## src/rtl/spi_pkg.sv

```systemverilog
// Shared types and helpers for the configurable SPI master.
package spi_pkg;

    typedef enum logic [2:0] {
        IDLE,
        SETUP,
        SHIFT,
        HOLD,
        TAIL
    } state_t;

    // SPI mode encodings as {CPOL, CPHA}
    localparam logic [1:0] MODE0 = 2'b00;
    localparam logic [1:0] MODE1 = 2'b01;
    localparam logic [1:0] MODE2 = 2'b10;
    localparam logic [1:0] MODE3 = 2'b11;

    function automatic int unsigned cs_width(input int unsigned n);
        return (n <= 1) ? 1 : $clog2(n);
    endfunction

endpackage

```

## src/rtl/spi_clk_div.sv

```systemverilog
// SCK half-period divider; tick marks the last clk cycle of each half-period.
module spi_clk_div #(
    parameter int unsigned CLK_DIV = 4
) (
    input  logic clk,
    input  logic rst,
    input  logic clear,
    output logic tick
);

    localparam int unsigned CNT_W = (CLK_DIV <= 1) ? 1 : $clog2(CLK_DIV);

    logic [CNT_W-1:0] cnt_q;

    assign tick = (cnt_q == CNT_W'(CLK_DIV - 1));

    always_ff @(posedge clk or negedge rst) begin
        if (!rst) begin
            cnt_q <= '0;
        end else if (clear || tick) begin
            cnt_q <= '0;
        end else begin
            cnt_q <= cnt_q + CNT_W'(1);
        end
    end

endmodule

```

## src/rtl/spi_master_cfg.sv

```systemverilog
// Configurable SPI master: word width, divider, CPOL/CPHA, bit order,
// multiple chip selects, and multi-word bursts with CS held in HOLD.
module spi_master_cfg
    import spi_pkg::*;
#(
    parameter int unsigned  DATA_W    = 8,
    parameter int unsigned  CLK_DIV   = 4,
    parameter bit           CPOL      = 1'b0,
    parameter bit           CPHA      = 1'b0,
    parameter bit           MSB_FIRST = 1'b1,
    parameter int unsigned  NUM_CS    = 1,
    localparam int unsigned CS_W      = cs_width(NUM_CS)
) (
    input  logic              clk,
    input  logic              rst,
    input  logic              start,
    output logic              ready,
    input  logic [DATA_W-1:0] data_in,
    input  logic              last,
    input  logic [CS_W-1:0]   cs_sel,
    output logic [DATA_W-1:0] data_out,
    output logic              done,
    output logic              sck,
    output logic              mosi,
    input  logic              miso,
    output logic [NUM_CS-1:0] cs_n
);

    localparam int unsigned       EDGE_W      = $clog2(2 * DATA_W);
    localparam logic [EDGE_W-1:0] LAST_EDGE   = EDGE_W'(2 * DATA_W - 1);
    localparam logic [1:0]        MODE        = {CPOL, CPHA};
    localparam bit                SAMPLE_LEAD = (MODE == MODE0) || (MODE == MODE2);
    localparam bit                SCK_IDLE    = (MODE == MODE2) || (MODE == MODE3);

    state_t             state_q;
    logic [DATA_W-1:0]  tx_q;
    logic [DATA_W-1:0]  rx_q;
    logic [DATA_W-1:0]  data_out_q;
    logic [EDGE_W-1:0]  edge_cnt_q;
    logic               last_q;
    logic               sck_q;
    logic               mosi_q;
    logic               done_q;
    logic               ready_q;
    logic [NUM_CS-1:0]  cs_n_q;

    logic               tick;
    logic               div_clear_c;
    logic               accept_c;
    logic               lead_edge_c;
    logic               final_edge_c;
    logic               sample_c;
    logic               drive_c;
    logic [DATA_W-1:0]  rx_shift_c;
    logic [DATA_W-1:0]  rx_nxt_c;
    logic [NUM_CS-1:0]  cs_dec_c;

    function automatic logic first_bit(input logic [DATA_W-1:0] w);
        return MSB_FIRST ? w[DATA_W-1] : w[0];
    endfunction

    function automatic logic [DATA_W-1:0] shift_word(input logic [DATA_W-1:0] w);
        return MSB_FIRST ? {w[DATA_W-2:0], 1'b0} : {1'b0, w[DATA_W-1:1]};
    endfunction

    spi_clk_div #(
        .CLK_DIV (CLK_DIV)
    ) u_clk_div (
        .clk   (clk),
        .rst   (rst),
        .clear (div_clear_c),
        .tick  (tick)
    );

    // Edge classification; the divider restarts on every state change
    always_comb begin
        accept_c     = start && ready_q;
        lead_edge_c  = ~edge_cnt_q[0];
        final_edge_c = (edge_cnt_q == LAST_EDGE);
        sample_c     = (state_q == SHIFT) && tick && (lead_edge_c == SAMPLE_LEAD);
        drive_c      = (state_q == SHIFT) && tick && (lead_edge_c != SAMPLE_LEAD)
                       && !final_edge_c;
        rx_shift_c   = MSB_FIRST ? {rx_q[DATA_W-2:0], miso} : {miso, rx_q[DATA_W-1:1]};
        rx_nxt_c     = sample_c ? rx_shift_c : rx_q;
        div_clear_c  = accept_c
                       || (tick && ((state_q == SETUP) || (state_q == TAIL)
                                    || ((state_q == SHIFT) && final_edge_c)));
    end

    // Out-of-range selects decode to no active line
    always_comb begin
        cs_dec_c = '0;
        for (int i = 0; i < int'(NUM_CS); i++) begin
            cs_dec_c[i] = (32'(cs_sel) == 32'(i));
        end
    end

    always_ff @(posedge clk or negedge rst) begin
        if (!rst) begin
            state_q    <= IDLE;
            tx_q       <= '0;
            rx_q       <= '0;
            data_out_q <= '0;
            edge_cnt_q <= '0;
            last_q     <= 1'b0;
            sck_q      <= SCK_IDLE;
            mosi_q     <= 1'b0;
            done_q     <= 1'b0;
            ready_q    <= 1'b1;
            cs_n_q     <= '1;
        end else begin
            done_q <= 1'b0;
            rx_q   <= rx_nxt_c;
            case (state_q)
                IDLE, HOLD: begin
                    // ready rises one cycle after a burst word completes
                    ready_q <= 1'b1;
                    if (accept_c) begin
                        ready_q <= 1'b0;
                        last_q  <= last;
                        state_q <= SETUP;
                        if (state_q == IDLE) begin
                            cs_n_q <= ~cs_dec_c;
                        end
                        if (!CPHA) begin
                            mosi_q <= first_bit(data_in);
                            tx_q   <= shift_word(data_in);
                        end else begin
                            tx_q   <= data_in;
                        end
                    end
                end
                SETUP: begin
                    if (tick) begin
                        edge_cnt_q <= '0;
                        state_q    <= SHIFT;
                    end
                end
                SHIFT: begin
                    if (tick) begin
                        sck_q      <= ~sck_q;
                        edge_cnt_q <= edge_cnt_q + EDGE_W'(1);
                        if (drive_c) begin
                            mosi_q <= first_bit(tx_q);
                            tx_q   <= shift_word(tx_q);
                        end
                        if (final_edge_c) begin
                            done_q     <= 1'b1;
                            data_out_q <= rx_nxt_c;
                            state_q    <= last_q ? TAIL : HOLD;
                        end
                    end
                end
                TAIL: begin
                    if (tick) begin
                        cs_n_q  <= '1;
                        ready_q <= 1'b1;
                        state_q <= IDLE;
                    end
                end
                default: state_q <= IDLE;
            endcase
        end
    end

    assign ready    = ready_q;
    assign data_out = data_out_q;
    assign done     = done_q;
    assign sck      = sck_q;
    assign mosi     = mosi_q;
    assign cs_n     = cs_n_q;

endmodule

```

## config.mk

```make
export PLATFORM = sky130hd
export DESIGN_NAME = spi_master_cfg
export DESIGN_NICKNAME = d
export VERILOG_FILES = /design/src/rtl/spi_pkg.sv /design/src/rtl/spi_clk_div.sv /design/src/rtl/spi_master_cfg.sv
export SDC_FILE = /design/constraint.sdc
export NUM_CORES = 1
export LEC_CHECK = 0
export ABC_AREA = 1
export BUFFER_PORTS_ARGS = -buffer_cell sky130_fd_sc_hd__buf_2
export CORE_MARGIN = 2
export CORE_UTILIZATION = 40
export CTS_BUF_LIST = sky130_fd_sc_hd__clkbuf_8 sky130_fd_sc_hd__clkbuf_16
export CTS_CLUSTER_SIZE = 24
export DETAILED_ROUTE_END_ITERATION = 12
export GPL_ROUTABILITY_DRIVEN = 0
export PLACE_DENSITY_LB_ADDON = 0.3
export RECOVER_POWER = 25
export SLEW_MARGIN = 0
export SYNTH_ARGS = -nofsm -noshare
export SYNTH_HDL_FRONTEND = slang
export SYNTH_SLANG_ARGS = --single-unit
```

## constraint.sdc

```tcl
create_clock -name clk -period 3.8 [get_ports clk]
set_clock_uncertainty 0.15 [all_clocks]
set_input_delay 0 -clock clk [delete_from_list [all_inputs] [get_ports clk]]
set_output_delay 0 -clock clk [all_outputs]
set_load 0.005 [all_outputs]
```

* After elaboration in Yosys (flattened, before gate mapping)
Cells that the tools add are included.
Operators by class: equal/unequal tests 13, add/subtract/negate cells 2, magnitude comparators 0, muxes and demuxes 29, shifts and indexed selects 0, bitwise logic cells 2, multipliers 0, div/mod/pow operators 0, reductions and logical operators 25
Operators with widths (count):
- $mux 8 | 4
- $mux 3 | 6
- $pmux 8 s2 | 1
- $ne 2x2->1 const B | 7
- $pmux 3 s4 | 1
- $mux 1 | 10
- $mux 4 | 2
- $pmux 4 s2 | 1
- $reduce_and 4->1 | 2
- $logic_and 1x1->1 | 7
- $eq 3x2->1 const B | 2
- $pmux 1 s2 | 3
- $reduce_and 2->1 | 3
- $reduce_and 3->1 | 2
- $reduce_bool 2->1 | 3
- $reduce_and 5->1 | 1
- $add 4x1->4 const B | 1
- $eq 4x4->1 const B | 1
- $logic_or 1x1->1 | 4
- $eq 3x1->1 const B | 1
- $eq 3x3->1 const B | 1
- $logic_not 3->1 | 1
- $add 2x1->2 const B | 1
- $eq 2x2->1 const B | 1
- 4 further kinds | 5
Word-level totals: ROM bits 0, output and inout port bits 13, word-level logic and storage cells 83, input bits 14, bits in writable memories 0, flip-flop bits (word level) 39, latch bits 0, memories kept 0

* Longest topological paths before layout
depth in word-level cells 7, depth in mapped cells 9, depth with buffers taken out 9

* Cells and area by module
A second synthesis with hierarchy kept.
Second synthesis, totals: cells, all modules 230, area, all modules 1910.6 um^2
Modules (own cells, without submodules):
- spi_master_cfg | area an instance 1825.5 um^2, cells an instance 221, seq. area each 903.4 um^2, instances 1
- spi_clk_div | area an instance 85.1 um^2, cells an instance 9, seq. area each 50.0 um^2, instances 1

* Worst setup path before layout
No wires, ideal clock.
path type flip-flop to flip-flop, start register edge_cnt_q[0], end register mosi_q (netlist: mosi), path slack 2.264 ns, arrival 1.269 ns, cell stages (with the launch flop) 10, clock period less this slack 1.536 ns, path buffers 0, setup time 0.117 ns, required time 3.533 ns, cells stage by stage dfrtp_1 ha_1 nand3_1 nand2_1 inv_1 nand2_1 nand2_2 nand2_2 nand2_1 nand2_1
On the way: cells in the longest elaborated chain, start to end 5, elaborated cells on any way between the ends 6, those cells by class eq/ne: 2; reduce/logical: 4
RTL lines:
- start: declaration | line spi_master_cfg.sv:39 | logic [EDGE_W-1:0] edge_cnt_q;
- start signal: assignment | line spi_master_cfg.sv:142 | edge_cnt_q <= edge_cnt_q + EDGE_W'(1);
- $eq 4x4->1 | line spi_master_cfg.sv:79 | final_edge_c = (edge_cnt_q == LAST_EDGE);
- $logic_not 1->1 | line spi_master_cfg.sv:82 | && !final_edge_c;
- $logic_and 1x1->1 (*) | line spi_master_cfg.sv:82
- $ne 2x2->1 (no source line) (*)
- $reduce_and 4->1 (no source line) (*)
- end signal: assignment | line spi_master_cfg.sv:126 | mosi_q <= first_bit(data_in);
- end signal: assignment | line spi_master_cfg.sv:144 | mosi_q <= first_bit(tx_q);
- end: declaration | line spi_master_cfg.sv:42 | logic mosi_q;
Mark *: on every way between the ends. The rest lies on a longest branch, timed or not. A chain may end at the register's enable or synchronous reset.

* Worst setup path after layout
start register state_q[2], end register tx_q[6]
On the way: cells in the longest elaborated chain, start to end 6, elaborated cells on any way between the ends 13, those cells by class eq/ne: 5; mux: 1; reduce/logical: 7
RTL lines:
- start: declaration | line spi_master_cfg.sv:35 | state_t state_q;
- start signal: assignment | line spi_master_cfg.sv:150 | state_q <= last_q ? TAIL : HOLD;
- $eq 3x2->1 | line spi_master_cfg.sv:81, spi_master_cfg.sv:114
- $logic_and 1x1->1 (2 in a row) | line spi_master_cfg.sv:81 | drive_c = (state_q == SHIFT) && tick && (lead_edge_c != SAMPLE_LEAD)
- $logic_and 1x1->1 | line spi_master_cfg.sv:82
- $ne 2x2->1 (no source line)
- $reduce_and 4->1 (no source line)
- end signal: assignment | line spi_master_cfg.sv:127 | tx_q <= shift_word(data_in);
- end signal: assignment | line spi_master_cfg.sv:129 | tx_q <= data_in;
- end signal: assignment | line spi_master_cfg.sv:145 | tx_q <= shift_word(tx_q);
- end: declaration | line spi_master_cfg.sv:36 | logic [DATA_W-1:0] tx_q;
Several ways; a longest one is shown, not always the timed one.

==> flow_summary.yaml <==
run_status:
  status: "finished, violations left"
  violations: "capacitance limit, slew limit"
worst_setup_path:
  critPathLaunchType: "flip-flop"
  crit_fanout: 21
  cp_slowest_cell: "nor2_1"
  crit_arrival_ps: 2460
  crit_family: "simple AND/OR/NAND/NOR gates"
  r2r_cells: 8
  slowest_delay_ps: 640
  critPathMostFrequentCell: "nand2_1"
  endpoint_kind: "flip-flop"
  critical_path_class: "reg2reg"
  cp.depth: 8
  cp_cell_sequence: "inv_1 > nand3_2 > nor2_1 > nand2_1 > nand2_2 > nand2_2 > nand2_1 > nand2_1"
  path_buf_inv: 1
  cp.required_ps: 3830
yosys:
  ys_seq_area_share_pct: 52.37
  syn_area_um2: 1820
  yosysTopAreaCellShare_pct: 49.48
  synth_cell_type_count: 24
  syn_nets: 238
  postSynthCellCount: 222
  synth_area_leaders: "dfrtp_1 (49%), nand2_1 (14%), nand3_1 (8.8%), inv_1 (5.2%), o21ai_0 (4.7%)"
  syn_avg_cell_area_um2: 8.200
  yosys_register_bits: 38
  ys_warn_count: 0
  synth_top_area_cell: "dfrtp_1"
grt:
  grt_max_degree: 39
  grt_use_total_pct: 15.38
  antenna_found_initial: 0
  grt_pass1_vias: 1455
  grt_pass1_wl_um: 6120
  overflow: 0
clocking:
  cts_tree: "done"
  clk_latency_ps: 290
  htree_num_levels: 2
  clock_sinks: 38
  cts_buffers: 5
  cts_buffer_depth: 2
  cts_setup_buffers: 0
  clockRootBuffer: "clkbuf_8"
  cts_resized: 0
  path_clk_slew_ps: 70
  holdBufCountCts: 13
worst_hold_path:
  holdPathStages: 1
  hp-class: "reg2reg"
placed_design:
  dp_hpwl_um: 2320
  io_buffers: 26
die:
  start_util_pct: 41.52
  rows: 24
  core-area_um2: 4384
  die_h_um: 71.46
  die_w_um: 71.46
  ios: 27
  die-area_um2: 5107
sta:
  period_needed_ps: 2423
  finalSetupViolations: 0
  hold_violations: 0
  tightest_slew_ps: 2041
  slew_viol_final: 39
  slew_headroom_pct: -36.09
  rsz0062_at_grt: "no"
  fmax_mhz: 412.7
  setup_tns_ps: 0
  whs_ps: 292.0
  period_share_pct: 63.77
power_and_ir_drop:
  p_leak_nw: 1.187
  p_per_area_nw_per_um2: 679.9
  peakVddDrop_uv: 354.8
finish:
  drive_gt1_share_pct: 16.23
  syn_to_final_growth_pct: 21.37
  layout_commonest_cell: "nand2_1"
  final_nets: 280
  diodes: 0
  layout.cells.most_common_list: "nand2_1 (66), dfrtp_1 (36), nand3_1 (32)"
route:
  avgRoutedWirePerCell_um: 10.62
  first_pass_iters: 4
  vias: 1480
  wl_um: 3368
  ant_nets: 0
  drc_errors: 0
  drt_iter0_markers: 90
  via_per_inst: 4.669
run:
  cap_violations: 1
path summary, 6_finish.rpt:
check	from	endpoint	slack [ps]
worst max-delay path	state_q[2]$_DFFE_PN0P_	tx_q[6]$_DFFE_PN0P_	1380
worst min-delay path	u_clk_div.cnt_q[0]$_DFF_PN0_	u_clk_div.cnt_q[0]$_DFF_PN0_	290
worst max register to register	state_q[2]$_DFFE_PN0P_	tx_q[6]$_DFFE_PN0P_	1380
worst min register to register	u_clk_div.cnt_q[0]$_DFF_PN0_	u_clk_div.cnt_q[0]$_DFF_PN0_	290
max in group asynchronous	rst	rx_q[0]$_DFF_PN0_	1650
min in group asynchronous	rst	tx_q[5]$_DFFE_PN0P_	670
final cells by class:
cell class                 count  area, um2
timing repair buffer          39      255.2
inverter                      29      108.9
clock inverter                 2      12.51
fill                         434       2175
tap                           52      65.06
sequential                    38      953.4
multi-input combinational    151      732.0
clock buffer                   6      82.58
stage by stage:
stage	utilization (%)	worst slack (ps)	power [mW]	instance area, um2	instances
6_report	50.40	1377	1.502	2210	317
5_1_grt	50.40	1107	1.658	2210	317
4_1_cts	50.51	1357	1.529	2215	317
3_5_place_dp	45.38	1364	1.218	1989	296
3_3_place_gp	45.38	1467	1.200	1989	296
2_1_floorplan	-	2264	1.099	1821	222
Yosys cell counts:
cell and count:
nand2_1 66, dfrtp_1 36, nand3_1 32, inv_1 25, o21ai_0 17, nor2_1 11, and2_1 8, nand2_2 4
buf_4 3, inv_2 3, dfstp_2 2, ha_1 2, xnor2_1 2, a21oi_1 1, a21oi_4 1, clkbuf_1 1
clkinv_1 1, nand3_2 1, nand3b_1 1, nand4_2 1, nor2_2 1, nor2_4 1, nor3_1 1, o22ai_1 1
power breakdown:
group          switching [mW]  internal, mW
clock                   0.145         0.146
sequential             0.0735         0.545
combinational           0.385         0.209
sequential cells by signal, summed over array words and instances, names as in the netlist:
register / flops
edge_cnt_q: 4
data_out: 8
cs_n: 1
state_q: 3
mosi: 1
done: 1
last_q: 1
sck: 1
ready: 1
tx_q: 7
u_clk_div.cnt_q: 2
rx_q: 8
routing by layer:
layer	routed length, um	global-route usage, %
met1	1701	19.83
met2	1475	23.77
met3	124	4.923
met4	65	6.918
met5	0	0
cell families (layout without fill, tap and decap cells):
| kind of cell | after synthesis | count (layout) | share of synthesized area (%) |
|---|---|---|---|
| and+or+nand+nor | 127 | 127 | 31.68 |
| buffers and inverters | 33 | 76 | 7.422 |
| xor gates and xnor gates | 2 | 2 | 0.9624 |
| AOI/OAI and AO/OA | 20 | 20 | 6.186 |
| adders and majority gates | 2 | 2 | 1.374 |
| DFF | 38 | 38 | 52.37 |
worst register-to-register path: cells and delay by family, from the launching register on:
kind | cells | cell delay (ps)
simple gates | 7 | 1610
flops | 1 | 380
buf+inv | 1 | 180
Power figures use the tool's default switching activity.
